$ cat src/rtl/sw_pkg.sv
// Shared definitions for the Smith-Waterman driver and engine:
// FSM states, base codes, scoring constants and default geometry.
package sw_pkg;

  localparam int REF_LEN_DEF         = 64;
  localparam int QUERY_LEN_DEF       = 48;
  localparam int WIDTH_SCORE_DEF     = 8;
  localparam int WIDTH_POS_REF_DEF   = 7;
  localparam int WIDTH_POS_QUERY_DEF = 6;
  localparam int TIMEOUT_DEF         = 4096;

  // Host write address width; fixed by the host port.
  localparam int ADDR_W = 7;

  typedef enum logic [1:0] {
    S_IDLE = 2'd0,
    S_SEND = 2'd1,
    S_WAIT = 2'd2,
    S_DONE = 2'd3
  } state_t;

  typedef enum logic [1:0] {
    BASE_A = 2'd0,
    BASE_C = 2'd1,
    BASE_G = 2'd2,
    BASE_T = 2'd3
  } base_t;

  localparam int signed SCORE_MATCH    = 2;
  localparam int signed SCORE_MISMATCH = -1;
  localparam int signed SCORE_GAP_OPEN = -2;
  localparam int signed SCORE_GAP_EXT  = -1;

endpackage

$ cat src/rtl/sw_seq_buf.sv
// 2-bit base register file: one host write port, one read port indexed by send count.
// Out-of-range reads return 0 and out-of-range writes are dropped.
module sw_seq_buf #(
  parameter int DEPTH = 64,
  parameter int AW    = 7
) (
  input  logic          clk,
  input  logic          reset,
  input  logic          we,
  input  logic [AW-1:0] waddr,
  input  logic [1:0]    wdata,
  input  logic [AW-1:0] raddr,
  output logic [1:0]    rdata
);

  localparam int            IW    = (DEPTH > 1) ? $clog2(DEPTH) : 1;
  localparam logic [AW-1:0] LIMIT = AW'(DEPTH);

  logic [1:0] mem [DEPTH];
  logic       wr_ok;

  assign wr_ok = we && (waddr < LIMIT);

  always_ff @(posedge clk or posedge reset) begin
    if (reset) begin
      for (int i = 0; i < DEPTH; i++) mem[i] <= '0;
    end else if (wr_ok) begin
      mem[waddr[IW-1:0]] <= wdata;
    end
  end

  // A write landing in the same cycle as a start is forwarded to the first read.
  always_comb begin
    rdata = '0;
    if (raddr < LIMIT) rdata = mem[raddr[IW-1:0]];
    if (wr_ok && (waddr == raddr)) rdata = wdata;
  end

endmodule

$ cat src/rtl/sw_seq_driver.sv
// Host-side feeder for the Smith-Waterman engine: buffers ref/query, streams them
// on start, then captures the engine result or flags a watchdog timeout.
module sw_seq_driver
  import sw_pkg::*;
#(
  parameter int REF_LEN         = REF_LEN_DEF,
  parameter int QUERY_LEN       = QUERY_LEN_DEF,
  parameter int WIDTH_SCORE     = WIDTH_SCORE_DEF,
  parameter int WIDTH_POS_REF   = WIDTH_POS_REF_DEF,
  parameter int WIDTH_POS_QUERY = WIDTH_POS_QUERY_DEF,
  parameter int TIMEOUT         = TIMEOUT_DEF
) (
  input  logic                       clk,
  input  logic                       reset,
  input  logic                       wr_en,
  input  logic                       wr_sel,
  input  logic [ADDR_W-1:0]          wr_addr,
  input  logic [1:0]                 wr_data,
  input  logic                       start,
  output logic                       busy,
  output logic                       done,
  output logic                       timeout,
  output logic [WIDTH_SCORE-1:0]     result_max,
  output logic [WIDTH_POS_REF-1:0]   result_pos_ref,
  output logic [WIDTH_POS_QUERY-1:0] result_pos_query,
  output logic                       sw_valid,
  output logic [1:0]                 sw_data_ref,
  output logic [1:0]                 sw_data_query,
  input  logic                       sw_finish,
  input  logic [WIDTH_SCORE-1:0]     sw_max,
  input  logic [WIDTH_POS_REF-1:0]   sw_pos_ref,
  input  logic [WIDTH_POS_QUERY-1:0] sw_pos_query
);

  localparam int                WDW      = $clog2(TIMEOUT + 1);
  localparam logic [WDW-1:0]    WD_LAST  = WDW'(TIMEOUT - 1);
  localparam logic [ADDR_W-1:0] SEND_END = ADDR_W'(REF_LEN);

  state_t            state;
  logic [ADDR_W-1:0] cnt;
  logic [WDW-1:0]    wd;
  logic [ADDR_W-1:0] rd_addr;
  logic [1:0]        ref_rd;
  logic [1:0]        qry_rd;
  logic              host_ok;

  assign host_ok = (state == S_IDLE) || (state == S_DONE);
  // Outside SEND the read port sits on base 0 so a start can register it directly.
  assign rd_addr = (state == S_SEND) ? cnt : '0;

  sw_seq_buf #(.DEPTH(REF_LEN), .AW(ADDR_W)) u_ref_buf (
    .clk   (clk),
    .reset (reset),
    .we    (host_ok && wr_en && !wr_sel),
    .waddr (wr_addr),
    .wdata (wr_data),
    .raddr (rd_addr),
    .rdata (ref_rd)
  );

  sw_seq_buf #(.DEPTH(QUERY_LEN), .AW(ADDR_W)) u_qry_buf (
    .clk   (clk),
    .reset (reset),
    .we    (host_ok && wr_en && wr_sel),
    .waddr (wr_addr),
    .wdata (wr_data),
    .raddr (rd_addr),
    .rdata (qry_rd)
  );

  always_ff @(posedge clk or posedge reset) begin
    if (reset) begin
      state            <= S_IDLE;
      cnt              <= '0;
      wd               <= '0;
      busy             <= 1'b0;
      done             <= 1'b0;
      timeout          <= 1'b0;
      result_max       <= '0;
      result_pos_ref   <= '0;
      result_pos_query <= '0;
      sw_valid         <= 1'b0;
      sw_data_ref      <= '0;
      sw_data_query    <= '0;
    end else begin
      case (state)
        S_IDLE, S_DONE: begin
          if (start) begin
            state            <= S_SEND;
            busy             <= 1'b1;
            done             <= 1'b0;
            timeout          <= 1'b0;
            result_max       <= '0;
            result_pos_ref   <= '0;
            result_pos_query <= '0;
            sw_valid         <= 1'b1;
            sw_data_ref      <= ref_rd;
            sw_data_query    <= qry_rd;
            cnt              <= ADDR_W'(1);
          end
        end
        S_SEND: begin
          if (cnt == SEND_END) begin
            state         <= S_WAIT;
            sw_valid      <= 1'b0;
            sw_data_ref   <= '0;
            sw_data_query <= '0;
            wd            <= '0;
          end else begin
            sw_data_ref   <= ref_rd;
            sw_data_query <= qry_rd;
            cnt           <= cnt + ADDR_W'(1);
          end
        end
        S_WAIT: begin
          // Finish takes priority over the watchdog threshold.
          if (sw_finish) begin
            state            <= S_DONE;
            busy             <= 1'b0;
            done             <= 1'b1;
            timeout          <= 1'b0;
            result_max       <= sw_max;
            result_pos_ref   <= sw_pos_ref;
            result_pos_query <= sw_pos_query;
          end else if (wd == WD_LAST) begin
            state   <= S_DONE;
            busy    <= 1'b0;
            done    <= 1'b1;
            timeout <= 1'b1;
          end else begin
            wd <= wd + WDW'(1);
          end
        end
        default: state <= S_IDLE;
      endcase
    end
  end

endmodule
$ cat config.mk
export PLATFORM = sky130hd
export DESIGN_NAME = sw_seq_driver
export DESIGN_NICKNAME = d
export VERILOG_FILES = /design/src/rtl/sw_pkg.sv /design/src/rtl/sw_seq_buf.sv /design/src/rtl/sw_seq_driver.sv
export SDC_FILE = /design/constraint.sdc
export NUM_CORES = 1
export LEC_CHECK = 0
export BUFFER_PORTS_ARGS = -buffer_cell sky130_fd_sc_hd__buf_2
export CAP_MARGIN = 5
export CELL_PAD_IN_SITES_DETAIL_PLACEMENT = 0
export CELL_PAD_IN_SITES_GLOBAL_PLACEMENT = 2
export CORE_MARGIN = 3
export CORE_UTILIZATION = 39
export CTS_BUF_LIST = sky130_fd_sc_hd__clkbuf_4
export CTS_CLUSTER_DIAMETER = 60
export DETAILED_ROUTE_END_ITERATION = 16
export PLACE_DENSITY = 0.85
export SLEW_MARGIN = 10
export SYNTH_ARGS = -nofsm -noshare
export SYNTH_HDL_FRONTEND = slang
export SYNTH_SLANG_ARGS = --single-unit
export TNS_END_PERCENT = 100
$ cat constraint.sdc
create_clock -name clk -period 8.47 [get_ports clk]
set_input_delay 0.4235 -clock clk [delete_from_list [all_inputs] [get_ports clk]]
set_output_delay 0.4235 -clock clk [all_outputs]
set_load 0.02 [all_outputs]
Word level (Yosys, flattened, before mapping)
Cells that the tools add are included.
{ "totals": {"ff_bits": 275, "latchBits": 0, "mem_bits_rw": 0, "rom_bits": 0, "inputBits": 36, "output_inout_bits": 29, "elab_cells": 224, "mem_count": 0} }
{ "classes": {"n_addsub": 2, "n_mul": 0, "div": 0, "n_lt_le_gt_ge": 7, "eq_ne": 13, "n_shift": 0, "mux": 54, "bitwise": 2, "n_reduce_logical": 22} }
{ "op_table": {"columns": ["cell", "n"], "rows": [
  ["$bwmux 128", 1],
  ["$bwmux 96", 1],
  ["$mux 13", 3],
  ["$mux 7", 5],
  ["$mux 2", 17],
  ["$pmux 7 s2", 2],
  ["$pmux 13 s2", 1],
  ["$bmux 2 s6", 2],
  ["$mux 8", 2],
  ["$pmux 8 s2", 1],
  ["$reduce_and 3->1", 5],
  ["$ge 7x7->1 const B", 2],
  ["$lt 7x6->1 const B", 2],
  ["$lt 7x7->1 const B", 2],
  ["$not 6->7", 2],
  ["$add 13x1->13 const B", 1],
  ["$eq 13x12->1 const B", 1],
  ["$demux 2 s6", 1],
  ["$mux 6", 2],
  ["$pmux 6 s2", 1],
  ["$ne 2x2->1 const B", 5],
  ["$logic_and 1x1->1", 8],
  ["$mux 1", 8],
  ["$pmux 1 s2", 4],
  ["17 further kinds", 21]
]} }

Logic depth before layout (Yosys ltp)
Gate-level depths: netlist of run 1.
{ "logic_depth": {"word_depth": 10, "mapped_depth": 13, "ltp_nobuf": 9} }

Cells and area by module
A second synthesis of run 1 with hierarchy kept.
{ "unflattened": {"cells_unflattened": 1149, "hier_area_um2": 14052.2} }
{ "by_module_without_submodules": {"columns": ["module", "n_inst", "cells_per_inst", "area_per_inst_um2", "seq_area_each_um2"], "rows": [
  ["sw_seq_buf at u_ref_buf", 1, 489, 6421.2, 3203.1],
  ["sw_seq_buf at u_qry_buf", 1, 363, 4943.5, 2402.3],
  ["sw_seq_driver", 1, 297, 2687.6, 1276.2]
]} }

Worst setup path after synthesis of run 1
No wires, ideal clock.
{ "synth_timing": {"kind": "reg2reg", "startpoint": "register state[0]", "endpoint": "register u_ref_buf.mem[0] (netlist bit)", "setup_time_ps": 125, "arrival_time_ps": 2179, "required_ps": 8345, "slack_ps": 6167, "path_stages_with_launch": 10, "path_buffers": 2, "path_cell_list": "dfrtp_1 > inv_1 > ha_1 > nand2_1 > or3_1 > buf_2 > or2_1 > buf_2 > nor2_1 > mux2_2"} }
{ "synth_between": {"elab_chain_len": 5} }
{ "synth_rtl": {"columns": ["element", "line", "text"], "rows": [
  ["from (decl)", "sw_seq_driver.sv:39", "state_t state;"],
  ["from (signal assigned)", "sw_seq_driver.sv:73", "state <= S_IDLE;"],
  ["from (signal assigned)", "sw_seq_driver.sv:89", "state <= S_SEND;"],
  ["from (signal assigned)", "sw_seq_driver.sv:104", "state <= S_WAIT;"],
  ["$eq 2x2->1 / $logic_not 2->1 (equally long branches)", "sw_seq_driver.sv:47", "assign host_ok = (state == S_IDLE) || (state == S_DONE);"],
  ["$logic_or 1x1->1 *", "sw_seq_driver.sv:47", null],
  ["$logic_and 1x1->1 * (2 in series)", "sw_seq_driver.sv:54", ".we (host_ok && wr_en && !wr_sel),"],
  ["$logic_and 1x1->1 *", "sw_seq_buf.sv:22", "assign wr_ok = we && (waddr < LIMIT);"],
  ["to (signal, indexed assignment)", "sw_seq_buf.sv:28", "mem[waddr[IW-1:0]] <= wdata;"],
  ["to (decl)", "sw_seq_buf.sv:19", "logic [1:0] mem [DEPTH];"]
]} }
Every way passes the cells marked *; elsewhere a longest branch is shown, timed or not.
A chain may end at the register's enable or synchronous reset.

Final worst setup path of run 1
{ "layout_timing": {"startpoint": "register state[1]", "endpoint": "register sw_data_query[1]"} }
{ "layout_between": {"elab_chain_len": 10} }
{ "layout_rtl": {"columns": ["element", "line", "text"], "rows": [
  ["$eq 2x1->1", "sw_seq_driver.sv:49, sw_seq_driver.sv:86", null],
  ["$mux 7", "sw_seq_driver.sv:49", "assign rd_addr = (state == S_SEND) ? cnt : '0;"],
  ["$not 6->7 (implied by the code)", "sw_seq_buf.sv:35", "if (raddr < LIMIT) rdata = mem[raddr[IW-1:0]];"],
  ["$bmux 2 s6", "sw_seq_buf.sv:35", null],
  ["$mux 2 (implied by the code) (2 in series)", "sw_seq_buf.sv:35", null],
  ["$mux 2", "sw_seq_buf.sv:35", null],
  ["$mux 2", "sw_seq_buf.sv:36", "if (wr_ok && (waddr == raddr)) rdata = wdata;"],
  ["$mux 2, on equally long branches", "sw_seq_driver.sv:103, sw_seq_driver.sv:88", null],
  ["$pmux 2 s2", "sw_seq_driver.sv:86", "case (state)"],
  ["to (signal assigned)", "sw_seq_driver.sv:98", "sw_data_query <= qry_rd;"],
  ["to (signal assigned)", "sw_seq_driver.sv:111", "sw_data_query <= qry_rd;"],
  ["to (decl)", "sw_seq_driver.sv:28", "output logic [1:0] sw_data_query,"]
]} }
Several ways; a longest one is shown, not always the timed one. The select of a mux whose other input is x is not followed.

==> key figures, run 1 <==
Outcome
  • Status: finished clean

Clocking
  • Clock slew at reported path FFs: ~60 ps
  • Total clock sinks: around 280
  • Clock Latency Late Sink: ~740 ps
  • CTS Buffer Depth: 3
  • CTS root buf: clkbuf_4
  • CTS Buf Count: between 70 and 80
  • Htree depth: 3
  • Hold_buf cts: 22
  • TritonCTS clock tree: built
  • Post-CTS Setup Inserts: 0
  • Cts repair resizes: 0

Logic synthesis
  • Share of Yosys cell area claimed by the top area cell type: approximately half
  • Count leader, synth: dfrtp_1
  • Avg Synthesized Cell Area: 11.1 µm²
  • Post-synth EDFFs: 0
  • Top_reg_cell synth: dfrtp_1
  • Mapped Cells: 1,244
  • Cell taking the most area after synthesis: dfrtp_1
  • Register area share after synthesis: around half
  • Synthesized flop and latch total: 275
  • Most frequent cells after synthesis: 275 x dfrtp_1, 231 x mux2_2, 158 x nand2_1
  • Synth async-reset ratio: between 90% and 100%
  • Mapped cell area: 13,800 µm²
  • Yosys warnings: 0
  • Synth top area cells: dfrtp_1 50%, mux2_2 19%, nand2_1 4.3%
  • Number of library cell types mapped by synthesis: between 70 and 80
  • Syn Nets: between 1,000 and 1,500

Drt
  • Residual DRC count: 0
  • Vias per inst: 5.65
  • DRT Pass-1 Iters: 5
  • DR WL/cell: between 20 and 25 µm
  • Routed wire length: just under 40,000 µm
  • Vias: 10,300
  • Drt first-iter violations: ~670
  • Detail Route Antenna Nets: 0

Hold path
  • Hold Crit Depth: 3
  • Worst Hold Class: primary input to flip-flop

Power
  • Peak VDD IR: approximately 130 µV
  • Power per cell area: roughly 230 nW/µm²
  • Static leakage: approximately 7 nW

STA
  • Skew final: 68.5 ps
  • PnR worst setup slack: 5000 ps
  • Max transition margin: a little over a tenth
  • Final setup TNS: 0 ps
  • Final Critical Period: between 3000 and 4000 ps
  • Pins Over Slew Limit: 0
  • FMAX: about 290 MHz
  • RSZ-0062 raised after global routing: no
  • Final Hold Vio Count: 0
  • Setup-failing EPs final: 0
  • Period utilization: between 40% and 50%
  • Worst slew pin tran: roughly 1300 ps

Floorplan
  • Die area: ~38,000 µm²
  • Die H: a little under 200 µm
  • Initial Utilization: 39.7%
  • Die Width: 194 µm
  • Std cell rows: 68
  • Io pins: 65
  • Placeable Area: ~35,000 µm²

Critical path
  • Crit-path slowest cell: nand2_1
  • CP endpoint kind: flip-flop
  • Critical path depth: 11
  • Worst Setup Start Kind: flip-flop
  • WP data arrival: ~4000 ps
  • CP Class: flip-flop to flip-flop
  • Critical Path RT: roughly 9000 ps
  • CP Max Fanout: 55
  • Slowest stage delay, CP: about 630 ps
  • Critical path's top delay family: buffers and inverters
  • Cells on worst reg2reg path: 11
  • Crit-path cells: inv_1 > ha_2 > buf_4 > nand2_1 > buf_4 > a211oi_1 > a211oi_1 > o41ai_1 > nand4_1 > nand3b_1 > nand3_1
  • Crit path buf inv count: 3

GRT
  • Initial antenna violation count: 2
  • Total track usage: 20.9%
  • First-pass GRT wire length: approximately 62,000 µm
  • Total gr overflow: 0
  • Vias in the first global route: around 11,000
  • Largest net degree at the start of global routing: around 130

Finish
  • Fillers: between 3,000 and 4,000
  • Layout Area Growth over Synthesis: 12.0%
  • Final nets: about 1,400
  • Post-layout instance area: about 15,000 µm²
  • Final Util: between 40% and 50%
  • Fraction of layout cells with a size suffix above 1: roughly a third

Flow run
  • Max_cap viols: 0

Place
  • Placed instance area: 14,300 µm²
  • Port Buffers: 64
  • DP HPWL: about 25,000 µm
  • Placer Congestion: a little under 0.9
  • Setup slack at placement: about 5100 ps
metal layers:
layer	vias up	wire length [µm]	track usage [%]
li1	4677	-	-
met1	5237	17800	28.9
met2	342	18200	32.3
met3	67	2560	5.00
met4	2	1010	7.45
met5	-	13	0
cells by family (layout without fill, tap and decap cells):
kind of cell,Yosys count,count (layout),share of synthesized area [%]
xor gates and xnor gates,17,17,1.08
and+or+nand+nor,389,389,13.2
other,0,1,0
adders and majority gates,5,5,0.454
buffers and inverters,103,229,3.46
AOI/OAI and AO/OA,186,186,9.29
DFF,275,275,49.9
muxes,269,269,22.5
flip-flops by register name, summed over array words and instances (netlist names), 6 cells and up:
register / cells
u_qry_buf.mem: 96
result_max: 8
result_pos_query: 6
u_ref_buf.mem: 128
wd: 13
result_pos_ref: 7
cnt: 7
tightest hold or removal path, stage by stage:
cell and delay, ps:
buf_2 80, nand2b_1 160, a21oi_1 80
final timing paths:
| check | from | endpoint | slack (ps) |
|---|---|---|---|
| hold reg to reg | busy | busy | 480 |
| setup / recovery | state[1] | sw_data_query[1] | 5000 |
| min in group asynchronous | reset | u_ref_buf.mem[29] | 460 |
| max in group asynchronous | reset | u_qry_buf.mem[88] | 6390 |
| hold / removal | sw_finish | timeout | 100 |
| setup reg to reg | state[1] | sw_data_query[1] | 5000 |
metrics by stage:
step / std cells / hold slack (ps) / power (mW)
after CTS: 1825 / 65.0 / 3.58
after global placement: 1683 / 458 / 2.42
after floorplan: 1244 / 470 / 2.15
after global routing: 1826 / 101 / 3.75
final: 1826 / 103 / 3.56
after detailed placement: 1683 / 468 / 2.42
cell type report:
cell class	count	area, µm²	share of cell area [%]
Clock inverter	16	92.6	0.600
Multi-Input combinational cell	866	6430	41.6
Inverter	11	48.8	0.316
Antenna cell	1	2.50	0.0162
Clock buffer	104	781	5.06
Timing Repair Buffer	98	636	4.12
Sequential cell	275	6880	44.6
Tap cell	455	569	3.69
placed cells by master (no fill, tap or decap), types with 8 or more instances in the layout:
cell type      netlist  final
buf_2               26     62
and2_1              10     10
xnor2_1              8      8
dlygate4sd3_1        0     22
a21oi_1             20     20
mux2_2             231    231
o22ai_1             16     16
nand3b_1            17     17
buf_4                5     14
a31oi_1              8      8
a221oi_1            22     22
clkinv_1             0     10
dfrtp_1            275    273
and3_1              14     14
mux2i_1             28     28
xor2_1               9      9
a211oi_1            12     12
nor2b_1              9      9
clkbuf_4             0    104
nand3_1             27     27
o21ai_0             54     54
nor2_1              91     90
inv_1                9      8
nor3_1              14     14
nand2_1            158    158
mux4_2              10     10
power by group:
part,leakage (nW),internal (mW),switching [mW]
registers,3.77,1.39,0.0672
logic,2.84,0.304,0.661
clock network,0.525,0.591,0.545
total,7.13,2.28,1.27
Power figures use the tool's default switching activity.
==> run 2: changes to the inputs <==
==> constraint.sdc (replaced) <==
create_clock -name clk -period 3 [get_ports clk]
set_input_delay 0.15 -clock clk [delete_from_list [all_inputs] [get_ports clk]]
set_output_delay 0.15 -clock clk [all_outputs]
set_load 0.02 [all_outputs]
==> key figures, run 2 (synthesized netlist as in run 1, its figures left out) <==
Outcome
  • Status: finished clean

STA
  • Worst slew pin tran: 750 ps (-589 ps)
  • Max transition margin: 50.0% (+40 points)
  • Period utilization: 89.6% (+49 points)
  • Skew final: 55.0 ps (-13.5 ps)
  • Pins Over Slew Limit: 0 (unchanged)
  • Final setup TNS: 0 ps (unchanged)
  • PnR worst setup slack: 312 ps (-4690 ps)
  • Final Critical Period: 2690 ps (-784 ps)
  • RSZ-0062 raised after global routing: no
  • Setup-failing EPs final: 0 (unchanged)
  • Final Hold Vio Count: 0 (unchanged)
  • FMAX: 372 MHz (+29%)

Clocking
  • Cts repair resizes: 0 (unchanged)
  • TritonCTS clock tree: built
  • Htree depth: 3 (unchanged)
  • CTS Buf Count: 78 (+2.6%)
  • Post-CTS Setup Inserts: 0 (unchanged)
  • Total clock sinks: 275 (unchanged)
  • Clock Latency Late Sink: 760 ps (+20 ps)
  • Hold_buf cts: 27 (+23%)
  • Clock slew at reported path FFs: 70 ps (about the same)
  • CTS Buffer Depth: 3 (unchanged)
  • CTS root buf: clkbuf_4

Critical path
  • Cells on worst reg2reg path: 10 (-1)
  • CP endpoint kind: flip-flop
  • CP Max Fanout: 17 (-69%)
  • CP Class: flip-flop to flip-flop
  • WP data arrival: 3350 ps (-690 ps)
  • Critical Path RT: 3660 ps (-5380 ps)
  • Critical path's top delay family: compound AO/OA/AOI/OAI gates
  • Cell mode on critical path: buf_4
  • Crit-path cells: inv_1 > ha_2 > buf_4 > buf_4 > a21oi_1 > a2111oi_0 > a31oi_1 > a311oi_1 > o41ai_1 > o21ai_2
  • Slowest stage delay, CP: 510 ps (-120 ps)
  • Worst Setup Start Kind: flip-flop
  • Crit-path slowest cell: a2111oi_0
  • Critical path depth: 10 (-1)
  • Crit path buf inv count: 3 (unchanged)

Floorplan
  • Die Width: 194 µm (unchanged)
  • Placeable Area: 34,700 µm² (unchanged)
  • Io pins: 65 (unchanged)
  • Die H: 194 µm (unchanged)
  • Initial Utilization: 39.7% (unchanged)
  • Std cell rows: 68 (unchanged)
  • Die area: 37,600 µm² (unchanged)

GRT
  • First-pass GRT wire length: 63,100 µm (+1.3%)
  • Vias in the first global route: 10,900 (+0.62%)
  • Total gr overflow: 0 (unchanged)
  • Total track usage: 21.3% (+0.42 points)
  • Initial antenna violation count: 2 (unchanged)
  • Largest net degree at the start of global routing: 77 (-39%)

Drt
  • Vias: 10,600 (+2.6%)
  • Drt first-iter violations: 762 (+13%)
  • Vias per inst: 5.58 (-1.3%)
  • Routed wire length: 40,500 µm (+2.4%)
  • Residual DRC count: 0 (unchanged)
  • DRT Pass-1 Iters: 6 (+1)
  • Detail Route Antenna Nets: 0 (unchanged)
  • DR WL/cell: 21.3 µm (-1.5%)

Place
  • Placer Congestion: 0.889 (+1.8%)
  • Setup slack at placement: 306 ps (-4770 ps)
  • Port Buffers: 64 (unchanged)
  • DP HPWL: 27,700 µm (+8.9%)
  • Placed cell count: 1,734 (+3.0%)

Power
  • Peak VDD IR: 386 µV (+190%)
  • Power per cell area: 657 nW/µm² (+190%)
  • Switching fraction of total power: 35.0% (-0.84 points)
  • Overall power: 10.5 mW (+200%)
  • Switching power: 3.68 mW (+190%)
  • Pint: 6.85 mW (+200%)
  • Combinational power share: 27.9% (+0.8 points)
  • Static leakage: 7.49 nW (+5.0%)
  • Clock share of power: 32.7% (+0.7 points)
  • Sequential share of power: 39.3% (-1.6 points)

Flow run
  • Max_cap viols: 0 (unchanged)

Finish
  • Final std cells w/o fill: 1,899 (+4.0%)
  • Layout Area Growth over Synthesis: 16.4%
  • Most frequent cells in the layout: 273 x dfrtp_1, 231 x mux2_2, 158 x nand2_1
  • Fraction of layout cells with a size suffix above 1: 35.6% (+2.7 points)
  • Final nets: 1,427 (+4.2%)
  • Max reg flops: 128 (unchanged)
  • Largest registers: u_ref_buf.mem x128, u_qry_buf.mem x96, wd x13
  • Most flop-heavy register: u_ref_buf.mem
  • Commonest non-fill, non-tap cell in the layout: dfrtp_1

Hold path
  • Worst Hold Class: primary input to asynchronous set/reset pin
## run 2: changes by cell type in the layout (fill, tap and decap cells not counted), moves of 4 or more
cell	previous run	this run
buf_12	0	5
clkinv_1	10	14
buf_4	14	60
dlygate4sd3_1	22	27
clkbuf_4	104	116
## run 2: final timing paths
kind	startpoint	end	slack (ps)
max	state[1]	sw_data_ref[1]	310
min	reset	wd[6]	100
max reg2reg	state[1]	sw_data_ref[1]	310
min reg2reg	result_max[5]	result_max[5]	470
max in group asynchronous	reset	result_max[0]	2040
min in group clk	wr_data[0]	u_ref_buf.mem[26]	100
## run 2: layout make-up
type,instances,area [µm²]
Fill cell,3309,18700
Tap cell,455,569
Clock inverter,20,104
Sequential cell,275,6880
Timing Repair Buffer,154,1130
Clock buffer,116,871
Antenna cell,2,5.00
Inverter,11,45.0
Multi-Input combinational cell,866,6420
## run 2: per-layer routing
| layer | vias up | GRT usage, % | wire, µm |
|---|---|---|---|
| met5 | - | 0 | 0 |
| met4 | 0 | 7.95 | 1020 |
| met3 | 64 | 4.73 | 2700 |
| met2 | 353 | 33.5 | 18800 |
| met1 | 5358 | 29.1 | 18000 |
| li1 | 4819 | - | - |
## run 2: worst register-to-register path: cells and delay by family, from the launching register on
kind                     cells  cell delay, ps
adder cells (fa/ha/maj)      1             400
buffers and inverters        3             540
flip-flops                   1             380
AO/OA/AOI/OAI                6            1300
## run 2: stage by stage
step | instance area, µm² | utilization, % | hold slack, ps
6_report | 16000 | 46.2 | 97.1
5_1_grt | 16000 | 46.2 | 84.3
4_1_cts | 16000 | 46.2 | 5.57
3_5_place_dp | 14800 | 42.6 | 311
3_3_place_gp | 14800 | 42.6 | 302
2_1_floorplan | 13800 | - | 295
## run 2: power by group through the flow
stage / registers [mW] / clock network (mW) / logic [mW]
6_report: 4.14 / 3.45 / 2.94
5_1_grt: 4.16 / 3.78 / 3.18
4_1_cts: 4.14 / 3.56 / 2.92
3_5_place_dp: 4.21 / 0 / 2.89
3_3_place_gp: 4.20 / 0 / 2.87
2_1_floorplan: 4.12 / 0 / 1.97
==> run 3: changes to the inputs <==
--- a/config.mk
+++ b/config.mk
@@ -14,6 +14,7 @@
 export CTS_BUF_LIST = sky130_fd_sc_hd__clkbuf_4
 export CTS_CLUSTER_DIAMETER = 60
 export DETAILED_ROUTE_END_ITERATION = 16
+export MAX_ROUTING_LAYER = met4
 export PLACE_DENSITY = 0.85
 export SLEW_MARGIN = 10
 export SYNTH_ARGS = -nofsm -noshare
==> key figures, run 3 (synthesized netlist as in run 1, its figures left out) <==
Drt
  • DRT Pass-1 Iters: 7 (+1)
  • DR WL/cell: 21.3 µm (-0.26%)
  • Routed wire length: 40,400 µm (-0.26%)
  • Drt first-iter violations: 764 (+0.26%)
  • Residual DRC count: 0 (unchanged)
  • Detail Route Antenna Nets: 0 (unchanged)
  • Vias: 10,600 (+0.50%)
  • Vias per inst: 5.61 (+0.50%)

Floorplan
  • Die H: 194 µm (unchanged)
  • Die Width: 194 µm (unchanged)
  • Die area: 37,600 µm² (unchanged)
  • Std cell rows: 68 (unchanged)
  • Initial Utilization: 39.7% (unchanged)
  • Placeable Area: 34,700 µm² (unchanged)
  • Io pins: 65 (unchanged)

Place
  • Placed cell count: 1,734 (unchanged)
  • Placer Congestion: 0.904 (+1.7%)
  • Port Buffers: 64 (unchanged)
  • Setup slack at placement: 306 ps (unchanged)
  • DP HPWL: 27,700 µm (unchanged)
  • Placed instance area: 14,800 µm² (unchanged)

STA
  • PnR worst setup slack: 274 ps (-38.1 ps)
  • Period utilization: 90.9% (+1.3 points)
  • Worst hold slack: 88.4 ps (-8.72 ps)
  • Pins Over Slew Limit: 0 (unchanged)
  • Final Hold Vio Count: 0 (unchanged)
  • FMAX: 367 MHz (-1.4%)
  • Setup-failing EPs final: 0 (unchanged)
  • Worst slew pin tran: 753 ps (+2.78 ps)
  • RSZ-0062 raised after global routing: no
  • Final Critical Period: 2730 ps (+38.1 ps)
  • Skew final: 59.9 ps (+4.89 ps)
  • Max transition margin: 49.8% (-0.19 points)

Critical path
  • Worst Setup Start Kind: flip-flop
  • CP Class: flip-flop to flip-flop
  • Critical Path RT: 3660 ps (about the same)
  • CP Max Fanout: 17 (unchanged)
  • WP data arrival: 3380 ps (+30 ps)
  • CP endpoint kind: flip-flop

Finish
  • Largest registers: u_ref_buf.mem x128, u_qry_buf.mem x96, wd x13
  • Final std cells w/o fill: 1,899 (unchanged)
  • Max reg flops: 128 (unchanged)
  • Commonest non-fill, non-tap cell in the layout: dfrtp_1
  • Post-layout instance area: 16,000 µm² (unchanged)
  • Most frequent cells in the layout: 273 x dfrtp_1, 231 x mux2_2, 158 x nand2_1
  • Layout Area Growth over Synthesis: 16.4% (unchanged)
  • Most flop-heavy register: u_ref_buf.mem
  • Fraction of layout cells with a size suffix above 1: 35.6% (unchanged)
  • Final nets: 1,427 (unchanged)

Hold path
  • Worst Hold Class: primary input to flip-flop

GRT
  • First-pass GRT wire length: 63,000 µm (-0.15%)
  • Total track usage: 21.9% (+0.61 points)
  • Vias in the first global route: 10,900 (+0.15%)
  • Total gr overflow: 0 (unchanged)
  • Initial antenna violation count: 2 (unchanged)
  • Largest net degree at the start of global routing: 77 (unchanged)

Clocking
  • Clock slew at reported path FFs: 70 ps (about the same)
  • Clock Latency Late Sink: 760 ps (about the same)
  • Total clock sinks: 275 (unchanged)
  • TritonCTS clock tree: built
  • CTS root buf: clkbuf_4
  • Post-CTS Setup Inserts: 0 (unchanged)
  • CTS Buffer Depth: 3 (unchanged)
  • Htree depth: 3 (unchanged)
  • Cts repair resizes: 0 (unchanged)
  • CTS Buf Count: 78 (unchanged)

Power
  • Power per cell area: 657 nW/µm² (about the same)
  • Peak VDD IR: 386 µV (about the same)
  • Overall power: 10.5 mW (about the same)
  • Static leakage: 7.49 nW (unchanged)

Outcome
  • Status: finished clean

Flow run
  • Max_cap viols: 0 (unchanged)
==> run 3: metrics by stage <==
stage,utilization (%),TNS (ps)
after floorplan,-,-216530
after global placement,42.6,0
after detailed placement,42.6,0
after CTS,46.2,0
after global routing,46.2,0
final,46.2,0
==> run 3: power breakdown <==
group          switching (mW)  internal, mW  leakage, nW
clock                    1.60          1.85        0.590
combinational            1.86          1.09         3.14
sequential              0.231          3.92         3.77
==> run 3: what timing repair did <==
item | in CTS | in global routing
endpoints found under the hold margin | 122 | 0
hold buffers | 27 | 0
endpoints found under the setup margin | 0 | 0
==> run 3: worst paths after layout <==
path	start	to	slack, ps	cells past startpoint
max in group asynchronous	reset	result_max[0]	2030	4
min in group asynchronous	reset	u_ref_buf.mem[113]	110	3
hold reg to reg	result_max[5]	result_max[5]	470	2
hold / removal	wr_addr[0]	u_qry_buf.mem[45]	90	4
setup reg to reg	state[1]	sw_data_ref[1]	270	10
setup / recovery	state[1]	sw_data_ref[1]	270	10
==> run 3: layout make-up <==
class | count | area, µm²
fill | 3309 | 18700
sequential | 275 | 6880
multi-input combinational | 866 | 6420
timing repair buffer | 154 | 1130
clock buffer | 116 | 871
tap | 455 | 569
clock inverter | 20 | 104
inverter | 11 | 45.0
antenna | 2 | 5.00
==> run 3: routing by layer <==
metal / share of wire, % / up-vias / track usage [%]
li1: - / 4817 / -
met1: 44 / 5409 / 28.9
met2: 47 / 344 / 33.6
met3: 6.6 / 77 / 4.62
met4: 2.5 / 0 / 8.11
met5: 0 / - / -
==> run 3: critical path, cell delays in order (launching register included) <==
cell and delay, ps:
dfrtp_1 380, inv_1 80, ha_2 400, buf_4 270, buf_4 190, a21oi_1 70, a2111oi_0 520, a31oi_1 90
a311oi_1 370, o41ai_1 160, o21ai_2 130
